## config.mk

```make
export PLATFORM = sky130hd
export DESIGN_NAME = uart_reg_responder
export DESIGN_NICKNAME = d
export VERILOG_FILES = /design/src/rtl/uart_reg_responder.sv
export SDC_FILE = /design/constraint.sdc
export NUM_CORES = 1
export LEC_CHECK = 0
export CELL_PAD_IN_SITES_DETAIL_PLACEMENT = 1
export CELL_PAD_IN_SITES_GLOBAL_PLACEMENT = 1
export CORE_UTILIZATION = 38
export CTS_CLUSTER_DIAMETER = 100
export CTS_CLUSTER_SIZE = 8
export DETAILED_ROUTE_END_ITERATION = 16
export PLACE_DENSITY_LB_ADDON = 0.2
export RECOVER_POWER = 100
export SLEW_MARGIN = 20
export SYNTH_ARGS = -nofsm -noshare
export SYNTH_HDL_FRONTEND = slang
export SYNTH_SLANG_ARGS = --single-unit
```

## constraint.sdc

```tcl
create_clock -name clk -period 2.3 [get_ports clk]
set_input_delay 0.46 -clock clk [delete_from_list [all_inputs] [get_ports clk]]
set_output_delay 0.46 -clock clk [all_outputs]
set_load 0.03 [all_outputs]
```

## src/rtl/uart_reg_responder.sv

```systemverilog
`default_nettype none
// ============================================================================
// uart_reg_responder : W/R register-access command responder, one reply/cmd
// Revision 1.0
// ============================================================================
module uart_reg_responder #(
    parameter int ADDR_W  = 4,
    parameter int TIMEOUT = 600000
) (
    input  logic       clk,
    input  logic       rst,
    input  logic [7:0] rxdata,
    input  logic       rxvalid,
    output logic       rxack,
    output logic [7:0] txdata,
    output logic       tx_start,
    input  logic       tx_busy,
    output logic [7:0] reg0,
    output logic       busy
);

    localparam int DEPTH = 2 ** ADDR_W;
    localparam int CNT_W = (TIMEOUT > 2) ? $clog2(TIMEOUT) : 1;
    localparam logic [CNT_W-1:0] CNT_LAST = CNT_W'(TIMEOUT - 2);
    localparam logic [7:0] OP_WRITE  = 8'h57;
    localparam logic [7:0] OP_READ   = 8'h52;
    localparam logic [7:0] REPLY_OK  = 8'h4B;
    localparam logic [7:0] REPLY_ERR = 8'h3F;

    typedef enum logic [2:0] {
        S_IDLE,
        S_GET_ADDR,
        S_GET_DATA,
        S_EXEC,
        S_SEND,
        S_WAIT_BUSY,
        S_WAIT_DONE
    } state_t;

    state_t           state, state_next;
    logic             ack_q;
    logic [7:0]       opcode;
    logic [7:0]       addr;
    logic [7:0]       wdata;
    logic [CNT_W-1:0] cnt;
    logic [7:0]       regs [0:DEPTH-1];

    logic             accept;
    logic             in_arg;
    logic             timed_out;
    logic             addr_ok;
    logic             do_write;
    logic [7:0]       reply;

    always_comb begin
        // gated by rst so rxack stays low while reset is held
        accept    = (state inside {S_IDLE, S_GET_ADDR, S_GET_DATA}) && rxvalid && !ack_q && rst;
        in_arg    = (state == S_GET_ADDR) || (state == S_GET_DATA);
        timed_out = in_arg && !accept && (cnt == CNT_LAST);
        addr_ok   = ((addr >> ADDR_W) == 8'd0);
        do_write  = (opcode == OP_WRITE) && addr_ok;
        if (opcode == OP_WRITE)
            reply = addr_ok ? REPLY_OK : REPLY_ERR;
        else if (opcode == OP_READ)
            reply = addr_ok ? regs[addr[ADDR_W-1:0]] : REPLY_ERR;
        else
            reply = REPLY_ERR;
    end

    always_ff @(posedge clk or negedge rst) begin
        if (!rst)
            state <= S_IDLE;
        else
            state <= state_next;
    end

    always_comb begin
        state_next = state;
        rxack      = accept;
        tx_start   = 1'b0;
        case (state)
            S_IDLE: begin
                if (accept)
                    state_next = (rxdata == OP_WRITE || rxdata == OP_READ) ? S_GET_ADDR : S_EXEC;
            end
            S_GET_ADDR: begin
                if (accept)
                    state_next = (opcode == OP_WRITE) ? S_GET_DATA : S_EXEC;
                else if (timed_out)
                    state_next = S_IDLE;
            end
            S_GET_DATA: begin
                if (accept)
                    state_next = S_EXEC;
                else if (timed_out)
                    state_next = S_IDLE;
            end
            S_EXEC: state_next = S_SEND;
            S_SEND: begin
                if (!tx_busy) begin
                    tx_start   = 1'b1;
                    state_next = S_WAIT_BUSY;
                end
            end
            S_WAIT_BUSY: begin
                if (tx_busy)
                    state_next = S_WAIT_DONE;
            end
            S_WAIT_DONE: begin
                if (!tx_busy)
                    state_next = S_IDLE;
            end
            default: state_next = S_IDLE;
        endcase
    end

    always_ff @(posedge clk or negedge rst) begin
        if (!rst) begin
            ack_q  <= 1'b0;
            opcode <= 8'h00;
            addr   <= 8'h00;
            wdata  <= 8'h00;
            cnt    <= '0;
            txdata <= 8'h00;
        end else begin
            ack_q <= accept;
            if (accept) begin
                case (state)
                    S_IDLE:     opcode <= rxdata;
                    S_GET_ADDR: addr   <= rxdata;
                    S_GET_DATA: wdata  <= rxdata;
                    default: ;
                endcase
            end
            // counter only runs while waiting for argument bytes
            if (accept || !in_arg)
                cnt <= '0;
            else
                cnt <= cnt + 1'b1;
            if (state == S_EXEC)
                txdata <= reply;
        end
    end

    always_ff @(posedge clk or negedge rst) begin
        if (!rst) begin
            for (int i = 0; i < DEPTH; i++)
                regs[i] <= 8'h00;
        end else if (state == S_EXEC && do_write) begin
            regs[addr[ADDR_W-1:0]] <= wdata;
        end
    end

    assign reg0 = regs[0];
    assign busy = (state != S_IDLE);

endmodule
`default_nettype wire

```

=== Yosys cells after proc, flatten, opt, wreduce, memory -nomap -nowiden ===
Index checks and enable logic that the tools add are counted.

* Register bits: 184
* Bits of input ports: 12
* Output and inout bits: 19
* Word-level logic and storage cells: 87

* Reductions and logical operators: 22
* Mux-type cells: 23
* Bitwise logic cells: 1
* $add $sub $neg: 1
* Order comparisons: 2
* Equality and inequality tests: 15

{| class="wikitable"
|+ Operator list
! cell !! number
|-
| $bwmux 128 || 1
|-
| $mux 8 || 6
|-
| $bmux 8 s4 || 1
|-
| $demux 8 s4 || 1
|-
| $eq 8x7->1 const B || 4
|-
| $mux 3 || 7
|-
| $pmux 3 s7 || 1
|-
| $add 20x1->20 const B || 1
|-
| $eq 20x20->1 const B || 1
|-
| $mux 20 || 1
|-
| $eq 3x3->1 const B || 3
|-
| $logic_and 1x1->1 || 8
|-
| $logic_not 8->1 || 1
|-
| $ne 2x2->1 const B || 4
|-
| $mux 7 || 1
|-
| $eq 3x2->1 const B || 2
|-
| $reduce_and 2->1 || 3
|-
| $reduce_bool 3->1 || 2
|-
| $ge 5x5->1 const B || 1
|-
| $lt 5x1->1 const B || 1
|-
| $not 4->5 || 1
|-
| $reduce_and 4->1 || 1
|-
| $eq 3x1->1 const B || 1
|-
| $logic_not 1->1 || 3
|-
| other kinds (4) || 8
|}

=== Longest topological paths before layout ===
Gate-level depths: netlist (run 1).

* Depth after elaboration: 11
* Depth in mapped cells: 8
* Depth with buffers taken out: 6

=== Worst setup path before layout (run 1) ===
OpenSTA, ideal clock, no wires.

* Path type: flip-flop to flip-flop
* Start: reg addr[5]
* End: reg regs[88] (netlist bit)
* Path slack: 143 ps
* Clock period less this slack: 2157 ps
* Cell stages (with the launch flop): 7
* Buffers on the path: 2
* Library setup time: 125 ps
* Arrival: 2032 ps
* Data required time: 2175 ps
* Cells stage by stage: dfrtp_1 nor4_4 nand4_2 buf_6 or4_4 buf_6 mux2_4

* Word-level cells in the longest chain between the ends: 3

{| class="wikitable"
|+ RTL lines
! what !! RTL line !! RTL
|-
| from (decl) || 43 || <nowiki>logic [7:0] addr;</nowiki>
|-
| from (signal assigned) || 130 || <nowiki>S_GET_ADDR: addr <= rxdata;</nowiki>
|-
| $logic_not 8->1 || 60 || <nowiki>addr_ok = ((addr >> ADDR_W) == 8'd0);</nowiki>
|-
| $logic_and 1x1->1 || 61 || <nowiki>do_write = (opcode == OP_WRITE) && addr_ok;</nowiki>
|-
| $logic_and 1x1->1 || 149 || <nowiki>end else if (state == S_EXEC && do_write) begin</nowiki>
|-
| to (signal, indexed assignment) || 150 || <nowiki>regs[addr[ADDR_W-1:0]] <= wdata;</nowiki>
|-
| to (decl) || 46 || <nowiki>logic [7:0] regs [0:DEPTH-1];</nowiki>
|}

Every way passes these cells.
A chain may end at the register's enable or synchronous reset.

=== Worst setup path in the final report (run 1) ===
* Start: reg opcode[3]
* End: reg regs[71] (netlist bit)

* Word-level cells in the longest chain between the ends: 3

{| class="wikitable"
|+ RTL lines
! what !! RTL line !! RTL
|-
| from (decl) || 42 || <nowiki>logic [7:0] opcode;</nowiki>
|-
| from (signal assigned) || 129 || <nowiki>S_IDLE: opcode <= rxdata;</nowiki>
|-
| $eq 8x7->1 || 61 ||
|-
| $logic_and 1x1->1 || 61 ||
|-
| $logic_and 1x1->1 || 149 ||
|}

Every way passes these cells.

==> impl_metrics.ini, run 1 <==
[placement]
dp_hpwl_mm = 14.4
dpl_cell_area_sq_um = 9400
port_buffers = 30
gp_congestion = 0.767

[cts]
path_clk_slew_ns = 0.07
htreeDepth = 4
cts_tree = done
clkLatencyLatePin_ns = 0.43
cts_setup_buffers = 0
clockRootBuffer = clkbuf_16
clockBufferDepth = 2
numCtsBuffers = 17
cts.sinks = 184

[setup_path]
crit_required_ns = 2.61
crit_path_end_kind = flop
rr_endpoint = regs[71]$_DFFE_PN0P_
crit_family = simple AND/OR/NAND/NOR gates
ff2ff_path_depth = 6
crit_fanout = 6
crit_arrival_ns = 2.52
worstSetupPathType = flop to flop
slowest_stage = dfrtp_1
critPathBufInv = 2
cp-start-kind = flop
crit_chain = and4bb_2, nand4_2, buf_4, nor4_4, buf_4, mux2_2
rrSetupSlack_ns = 0.09
cpPeakStageDelay_ns = 0.38
regToRegStartpoint = opcode[3]$_DFFE_PN0P_
cp_common_cell = buf_4

[worst_hold_path]
hp-class = flop to flop
holdPathStages = 1
min_to = regs[95]$_DFFE_PN0P_
min_from = regs[95]$_DFFE_PN0P_

[detailed_routing]
postRouteAntennaNets = 0
drt_iter0_drc = 202
via_count = 5171
firstDrtPassIters = 6
drt-total-wl_mm = 20.9
wl_per_cell_microns = 22.3
drc_errors = 0
viasPerCell = 5.51

[sta]
slew_headroom_pct = -5.85
hold_viol_final = 0
rsz0062_at_grt = no
period_share_pct = 96.2
setup_violations = 0
fmax_mhz = 452
clock_skew_ns = 0.0131
min_period_ns = 2.21
tns_ns = 0
tightest_slew_ns = 1.59
finalMaxSlewViolations = 178

[logic_synthesis]
synth_edf_count = 0
synth.distinct_cells = 49
yosys_most_used_dff = dfrtp_1
yosysSeqAreaShare_pct = 53.3
syn_area_sq_um = 8640
avgSynthCellArea_sq_um = 14.3
synthCells = 604
async_reset_ff_share_pct = 100
ys_ff_latch = 184
synthesis.nets = 618
yosys_warnings = 0

[grt]
grt_pass1_wl_mm = 34.4
grt_overflow = 0
antenna_found_initial = 0
grtUsageTotal_pct = 19.5
grt_start_max_net_pins = 178
grt_pass1_vias = 5823

[die]
rows = 54
ios = 31
initial_utilization_pct = 39.2
core_sq_um = 22000
die_x_microns = 153
fp.dieH_microns = 153
die_area_sq_um = 23300

[power_and_ir_drop]
p_int_mw = 6.26
seqPwrFrac_pct = 43.6
p_clk_share_pct = 33.2
ir_worst_vdd_uv = 433
swShare_pct = 33.1
power_density_nw_per_um2 = 944
p_leak_nw = 4.53
p_comb_share_pct = 23.2
switchingPower_mw = 3.10

[outcome]
status = finished, violations left
violations = capacitance limit, slew limit

[flow_run]
drv_cap = 1

[cells_and_area]
synthToLayoutAreaGrowth_pct = 14.8
diodes = 0
fin_area_sq_um = 9920
drive_gt1_share_pct = 38.6
fillers = 2215
fin_nets = 660
==> placed cells by master, fill, tap and decap left out, types with 11 or more instances in the layout <==
cell type and count:
nand2_1 18, dfrtp_1 183, nand3_1 11, dlygate4sd3_1 18, nor2_1 23, o21ai_0 15
buf_4 14, mux2_2 145, clkbuf_16 17, mux4_2 33
==> stage by stage <==
step | cells | power, mW | util (%) | setup WS (ns) | hold WS (ns)
finish | 938 | 9.37 | 45.0 | 0.0885 | 0.499
global route | 938 | 9.85 | 45.0 | 0.00747 | 0.516
CTS | 938 | 9.55 | 45.5 | 0.0781 | 0.334
detailed placement | 906 | 6.41 | 42.7 | 0.0257 | 0.304
global placement | 906 | 6.32 | 42.7 | 0.0465 | 0.303
floorplan | 604 | 5.43 | - | 0.143 | 0.164
==> power by group through the flow <==
| stage | clock (mW) | sequential, mW | combinational [mW] |
|---|---|---|---|
| final | 3.11 | 4.08 | 2.17 |
| after global placement | 0 | 4.12 | 2.20 |
| after floorplan | 0 | 3.85 | 1.58 |
| after global routing | 3.34 | 4.15 | 2.36 |
| after detailed placement | 0 | 4.14 | 2.26 |
| after CTS | 3.20 | 4.08 | 2.27 |
==> how the worst max path moves through the flow <==
stage | startpoint | end | cells after the start | slack [ns]
CTS | opcode[5]$_DFFE_PN0P_ | regs[71]$_DFFE_PN0P_ | 6 | 0.08
detailed placement | rxvalid | state[0]$_DFFE_PN0P_ | 5 | 0.03
finish | opcode[3]$_DFFE_PN0P_ | regs[71]$_DFFE_PN0P_ | 6 | 0.09
floorplan | addr[5]$_DFFE_PN0P_ | regs[88]$_DFFE_PN0P_ | 6 | 0.14
global route | opcode[3]$_DFFE_PN0P_ | regs[10]$_DFFE_PN0P_ | 6 | 0.007
global placement | rxvalid | state[0]$_DFFE_PN0P_ | 5 | 0.05
==> layer usage <==
| metal | wire [microns] | global-route usage, % | vias to the layer above |
|---|---|---|---|
| met4 | 245 | 5.44 | 0 |
| li1 | - | - | 2329 |
| met2 | 10100 | 31.4 | 71 |
| met3 | 438 | 2.82 | 16 |
| met5 | 0 | 0 | - |
| met1 | 10100 | 27.3 | 2755 |
==> area by class of cell <==
class	instances	area [sq um]	area share (%)
Sequential cell	184	4610	46.4
Clock buffer	19	443	4.47
Inverter	5	18.8	0.189
Multi-Input combinational cell	371	3760	37.9
Timing Repair Buffer	67	572	5.76
Clock inverter	12	174	1.75
Tap cell	280	350	3.53
==> kinds of logic after synthesis <==
group                      synth area share (%)
xor gates and xnor gates                   1.32
muxes                                      29.5
and+or+nand+nor                            9.44
adders and majority gates                 0.290
AOI/OAI and AO/OA                          3.33
buffers and inverters                      2.82
DFF                                        53.3
==> Yosys cell counts, drive strengths merged, types with 2 or more instances <==
master / number / area share [%]
nor3: 4 / 0.41
nor4: 12 / 2.1
a21oi: 10 / 0.58
nand2: 18 / 0.78
nand4b: 2 / 0.20
o31ai: 3 / 0.26
nor2: 23 / 1.0
mux2i: 3 / 0.35
mux2: 155 / 21
ha: 2 / 0.29
nand3b: 2 / 0.17
or3: 8 / 0.58
dfrtp: 184 / 53
a2111oi: 3 / 0.30
inv: 5 / 0.22
o22a: 3 / 0.30
xor2: 5 / 0.51
buf: 21 / 1.6
nand2b: 4 / 0.29
or2: 2 / 0.14
o21ai: 15 / 0.87
clkbuf: 23 / 1.0
a22o: 4 / 0.41
nand4: 8 / 0.65
mux4: 33 / 8.6
and4: 5 / 0.51
nand3: 11 / 0.64
and3b: 2 / 0.20
nor2b: 3 / 0.22
xnor2: 8 / 0.81
nor4b: 3 / 0.30
and3: 4 / 0.29
or4: 8 / 0.74
==> repair_timing <==
action	CTS	global route
resized for setup	1	0
hold buffers	1	0
hold endpoints to repair	7	0
endpoints found under the setup margin	1	0
==> registers in the layout (all words and copies together) (netlist names) <==
name and flops:
wdata 8, cnt 20, opcode 8, addr 8, ack_q 1, reg0 8
state 3, regs 120, txdata 8
Power figures use the tool's default switching activity.
==> run 2: changes to the inputs <==
CELL_PAD_IN_SITES_DETAIL_PLACEMENT = unset   (was 1)
CELL_PAD_IN_SITES_GLOBAL_PLACEMENT = unset   (was 1)
==> run 2 against run 1 <==
  * The flow finishes with violations (DRC)
  * Sequential power is 1% lower
  * Non-clock buffer count is 5 higher
  * Worst hold slack got worse by 0.029 ns
  * Setup slack better by 0.015 ns
  * Clock power shrank 3%
  * Die area unchanged
  * Via count grew 0.27%
  * Core utilization grew 0.15 points
  * Critical path depth down 1
  * Maximum frequency rose by 0.67%
==> impl_metrics.ini, run 2 (same netlist as run 1, synthesis figures left out) <==
[outcome]
status = finished, violations left
violations = DRC

[sta]
setup_ws_ns = 0.103
rsz0062_at_grt = no
finalMaxSlewViolations = 0
tns_ns = 0
tightest_slew_ns = 1.01
timing.hold.ws_ns = 0.470
min_period_ns = 2.20
setup_violations = 0
period_share_pct = 95.5
clock_skew_ns = 0.00893
slew_headroom_pct = 32.7
fmax_mhz = 455
hold_viol_final = 0

[die]
die_x_microns = 153
ios = 31
core_sq_um = 22000
rows = 54
initial_utilization_pct = 39.2
die_area_sq_um = 23300
fp.dieH_microns = 153

[setup_path]
ff2ff_path_depth = 5
cpPeakStageDelay_ns = 0.56
crit_chain = buf_12, buf_8, or2_2, or4_4, mux2_1
rrSetupSlack_ns = 0.10
cp-start-kind = flop
crit_required_ns = 2.60
worstSetupPathType = flop to flop
slowest_stage = or4_4
crit_path_end_kind = flop
crit_fanout = 22
crit_arrival_ns = 2.50

[grt]
grt_start_max_net_pins = 104
grt_pass1_vias = 5555
grtUsageTotal_pct = 18.1
grt_overflow = 0
grt_pass1_wl_mm = 32.3
antenna_found_initial = 0

[cts]
clockBufferDepth = 2
cts_setup_buffers = 0
path_clk_slew_ns = 0.07
cts.sinks = 184
clockRootBuffer = clkbuf_16
clkLatencyLatePin_ns = 0.43
htreeDepth = 4
cts_tree = done
numCtsBuffers = 17

[placement]
port_buffers = 30
dp_slack_ns = 0.0435
dp_hpwl_mm = 13.5
dpl_cell_area_sq_um = 9440
gp_congestion = 0.816

[cells_and_area]
fin_nets = 665
drive_gt1_share_pct = 39.6
largest_reg_flops = 120
final_cell_mix = dfrtp_1, mux2_2, mux4_2
fillers = 1974
diodes = 0
top_regs = regs: 120 flops, cnt: 20 flops
synthToLayoutAreaGrowth_pct = 15.2
final_common_cell = dfrtp_1
largest-register = regs
fin_area_sq_um = 9950

[detailed_routing]
postRouteAntennaNets = 0
drt-total-wl_mm = 19.6
drc_errors = 3
drt_iter0_drc = 289
dr_wl_met3_microns = 694
via_count = 5185
route.met2.wl_mm = 9.55
viasPerCell = 5.49
met1_length_mm = 9.25
wl_per_cell_microns = 20.8
firstDrtPassIters = 12
top_layer_used = met4

[power_and_ir_drop]
power_density_nw_per_um2 = 930
seqPwrFrac_pct = 43.7
ir_worst_vdd_uv = 537
p_int_mw = 6.26
p_leak_nw = 4.54
p_comb_share_pct = 23.7
swShare_pct = 32.4
switchingPower_mw = 3.00
p_clk_share_pct = 32.6

[worst_hold_path]
hp-class = input pin to async pin

[flow_run]
drv_cap = 0
[run 2: power groups by stage]
stage / clock network [mW] / registers, mW / logic (mW)
2_1_floorplan: 0 / 3.85 / 1.58
6_report: 3.02 / 4.04 / 2.20
3_5_place_dp: 0 / 4.12 / 2.29
5_1_grt: 3.21 / 4.12 / 2.39
3_3_place_gp: 0 / 4.09 / 2.26
4_1_cts: 3.09 / 4.05 / 2.29
[run 2: path summary, 6_finish.rpt]
check                                     start              endpoint
max in group asynchronous                   rst  regs[51]$_DFFE_PN0P_
max reg2reg                 addr[1]$_DFFE_PN0P_  regs[92]$_DFFE_PN0P_
min                                         rst   reg0[2]$_DFFE_PN0P_
max                         addr[1]$_DFFE_PN0P_  regs[92]$_DFFE_PN0P_
min reg2reg                regs[56]$_DFFE_PN0P_  regs[56]$_DFFE_PN0P_
min in group clk           regs[56]$_DFFE_PN0P_  regs[56]$_DFFE_PN0P_
[run 2: worst max-delay path: cells and delay by family (launching register included)]
| kind | cells | cell delay [ns] |
|---|---|---|
| buffers and inverters | 2 | 0.34 |
| and+or+nand+nor | 2 | 0.92 |
| muxes | 1 | 0.36 |
| DFF | 1 | 0.42 |
[run 2: metrics by stage]
stage / instances / total power [mW] / util, %
floorplan: 604 / 5.43 / -
global placement: 911 / 6.36 / 42.8
detailed placement: 911 / 6.41 / 42.8
CTS: 944 / 9.43 / 45.6
global route: 944 / 9.72 / 45.2
finish: 944 / 9.26 / 45.2
[run 2: layout make-up]
class                      count  area, sq um  share of cell area (%)
clock inverter                 7          116                    1.17
clock buffer                  25          485                    4.88
tap                          280          350                    3.52
inverter                       5         18.8                   0.189
timing repair buffer          72          609                    6.12
multi-input combinational    371         3770                    37.8
sequential                   184         4610                    46.3
[run 2: what timing repair did]
| action | CTS | global route |
|---|---|---|
| endpoints found under the setup margin | 1 | 14 |
| cloned | 0 | 0 |
| hold endpoints to repair | 1 | 0 |
| hold buffers | 1 | 0 |
| gates resized for setup | 1 | 4 |
[run 2: per-layer routing]
metal  GRT usage (%)  up-vias
li1                -     2337
met1            25.2     2735
met2            28.9       99
met3            3.92       14
met4            4.57        0
met5               0        -
==> run 3: changes to the inputs <==
DONT_BUFFER_PORTS = 1   (was unset)
clock period = 1.9 ns   (was 2.3 ns; I/O delays follow)
==> run 3 against run 2 <==
  * The flow finishes with violations (DRC, hold timing, setup timing)
  * Setup slack worse by 0.42 ns
  * Flip-flop and latch count unchanged
  * Total power grew 25%
  * Core utilization up 3.4 points
  * Combinational power increased by 45%
  * Clock skew is 0.016 ns higher
  * Count of clock-buffer cells in the layout down 6
  * Register-to-register slack got worse by 0.42 ns
  * Sequential share of layout area shrank 3.2 points
  * Die area stayed put
  * Sequential power increased by 25%
  * Critical path depth grew 1
  * Critical path type unchanged
  * Critical endpoint is now regs[94]$_DFFE_PN0P_
==> impl_metrics.ini, run 3 (same netlist as run 1, synthesis figures left out) <==
[sta]
setup_violations = 121
tightest_slew_ns = 0.802
min_period_ns = 2.22
finalMaxSlewViolations = 0
clock_skew_ns = 0.0246
fmax_mhz = 450
timing.hold.ws_ns = -0.368
hold_viol_final = 184
rsz0062_at_grt = yes
setup_ws_ns = -0.321
slew_headroom_pct = 46.5
period_share_pct = 117

[cells_and_area]
fillers = 1921
largest-register = regs
largest_reg_flops = 120
final_common_cell = dfrtp_1
final_cell_mix = dfrtp_1, mux2_4, mux2_2
drive_gt1_share_pct = 50.4
synthToLayoutAreaGrowth_pct = 23.8
final_core_utilization_pct = 48.5
fin_area_sq_um = 10700
final_cells = 974
top_regs = regs: 120 flops, cnt: 20 flops
diodes = 0
fin_nets = 695

[setup_path]
rrSetupSlack_ns = -0.32
critical_path.startpoint = addr[5]$_DFFE_PN0P_
rr_endpoint = regs[94]$_DFFE_PN0P_
slowest_stage = or4_4
cp-start-kind = flop
regToRegStartpoint = addr[5]$_DFFE_PN0P_
ff2ff_path_depth = 6
crit_fanout = 8
crit_arrival_ns = 2.53
setup.worst_path.end = regs[94]$_DFFE_PN0P_
crit_chain = nor4_4, nand4_2, buf_6, buf_6, or4_4, mux2_4
cpPeakStageDelay_ns = 0.53
cp_common_cell = buf_6
crit_required_ns = 2.21
worstSetupPathType = flop to flop
crit_path_end_kind = flop

[grt]
grt_pass1_wl_mm = 34.4
antenna_found_initial = 0
grt_busiest_layer = met2
use_met3_pct = 4.21
grt_overflow = 0
grt_pass1_vias = 5911
grt_start_max_net_pins = 187
grtUsageTotal_pct = 19.4
use_met1_pct = 26.4
met2_usage_pct = 30.9

[cts]
cts.sinks = 184
numCtsBuffers = 17
cts_tree = done
clockBufferDepth = 2
path_clk_slew_ns = 0.07
htreeDepth = 4
clkLatencyLatePin_ns = 0.44
clockRootBuffer = clkbuf_16

[placement]
dp.cells = 924
dpl_cell_area_sq_um = 9590
gp_congestion = 0.873
dp_slack_ns = -0.305
dp_hpwl_mm = 14.0
port_buffers = 0

[die]
die_x_microns = 153
rows = 54
core_sq_um = 22000
fp.dieH_microns = 153
die_area_sq_um = 23300
ios = 31
initial_utilization_pct = 39.2

[detailed_routing]
wl_per_cell_microns = 21.7
via_count = 5375
viasPerCell = 5.52
drt-total-wl_mm = 21.2
drt_iter0_drc = 268
firstDrtPassIters = 12
drc_errors = 4
postRouteAntennaNets = 0

[power_and_ir_drop]
ir_worst_vdd_uv = 603
power_density_nw_per_um2 = 1080
finalPower_mw = 11.6
p_leak_nw = 4.85

[flow_run]
drv_cap = 0

[outcome]
status = finished, violations left
violations = DRC, hold timing, setup timing

[worst_hold_path]
hp-class = input pin to async pin
-- run 3: how the worst min path moves through the flow --
stage / start / endpoint / slack [ns]
floorplan: rst / ack_q$_DFF_PN0_ / 0.08
global placement: rst / regs[68]$_DFFE_PN0P_ / 0.09
detailed placement: rst / reg0[5]$_DFFE_PN0P_ / 0.1
CTS: rst / reg0[4]$_DFFE_PN0P_ / -0.38
global route: rst / reg0[4]$_DFFE_PN0P_ / -0.39
finish: rst / regs[34]$_DFFE_PN0P_ / -0.37
-- run 3: cell type report --
| type | count | area [sq um] | share of cell area (%) |
|---|---|---|---|
| inverter | 5 | 18.8 | 0.176 |
| clock inverter | 13 | 97.6 | 0.913 |
| sequential | 184 | 4610 | 43.1 |
| clock buffer | 19 | 453 | 4.24 |
| timing repair buffer | 102 | 936 | 8.75 |
| tap | 280 | 350 | 3.28 |
| multi-input combinational | 371 | 4230 | 39.6 |
-- run 3: report_power, final --
group          internal, mW  switching [mW]  total (mW)
logic                  1.61            1.59        3.20
clock network          1.75            1.58        3.33
registers              4.26           0.789        5.04
-- run 3: per-stage QoR --
step                setup TNS [ns]  hold WS (ns)
floorplan                   -11.13        0.0844
finish                      -22.19        -0.368
CTS                         -20.92        -0.378
global route                -31.51        -0.389
global placement            -13.29        0.0949
detailed placement          -18.65        0.0954
-- run 3: critical path: cells and delay by family, from the launching register on --
family	cells	cell delay, ns
AND/OR/NAND/NOR	3	1.06
flip-flops	1	0.41
multiplexers	1	0.33
buffers and inverters	2	0.30
-- run 3: what timing repair did --
item,4_1_cts,5_1_grt
pin swaps,16,15
endpoints found under the setup margin,137,141
gates resized for setup,95,27
setup buffers,11,11
hold endpoints to repair,184,184
-- run 3: metal layers --
layer / vias up / part of all wire [%]
li1: 2406 / -
met1: 2864 / 45
met2: 90 / 49
met3: 15 / 4.6
met4: 0 / 1.2
met5: - / 0
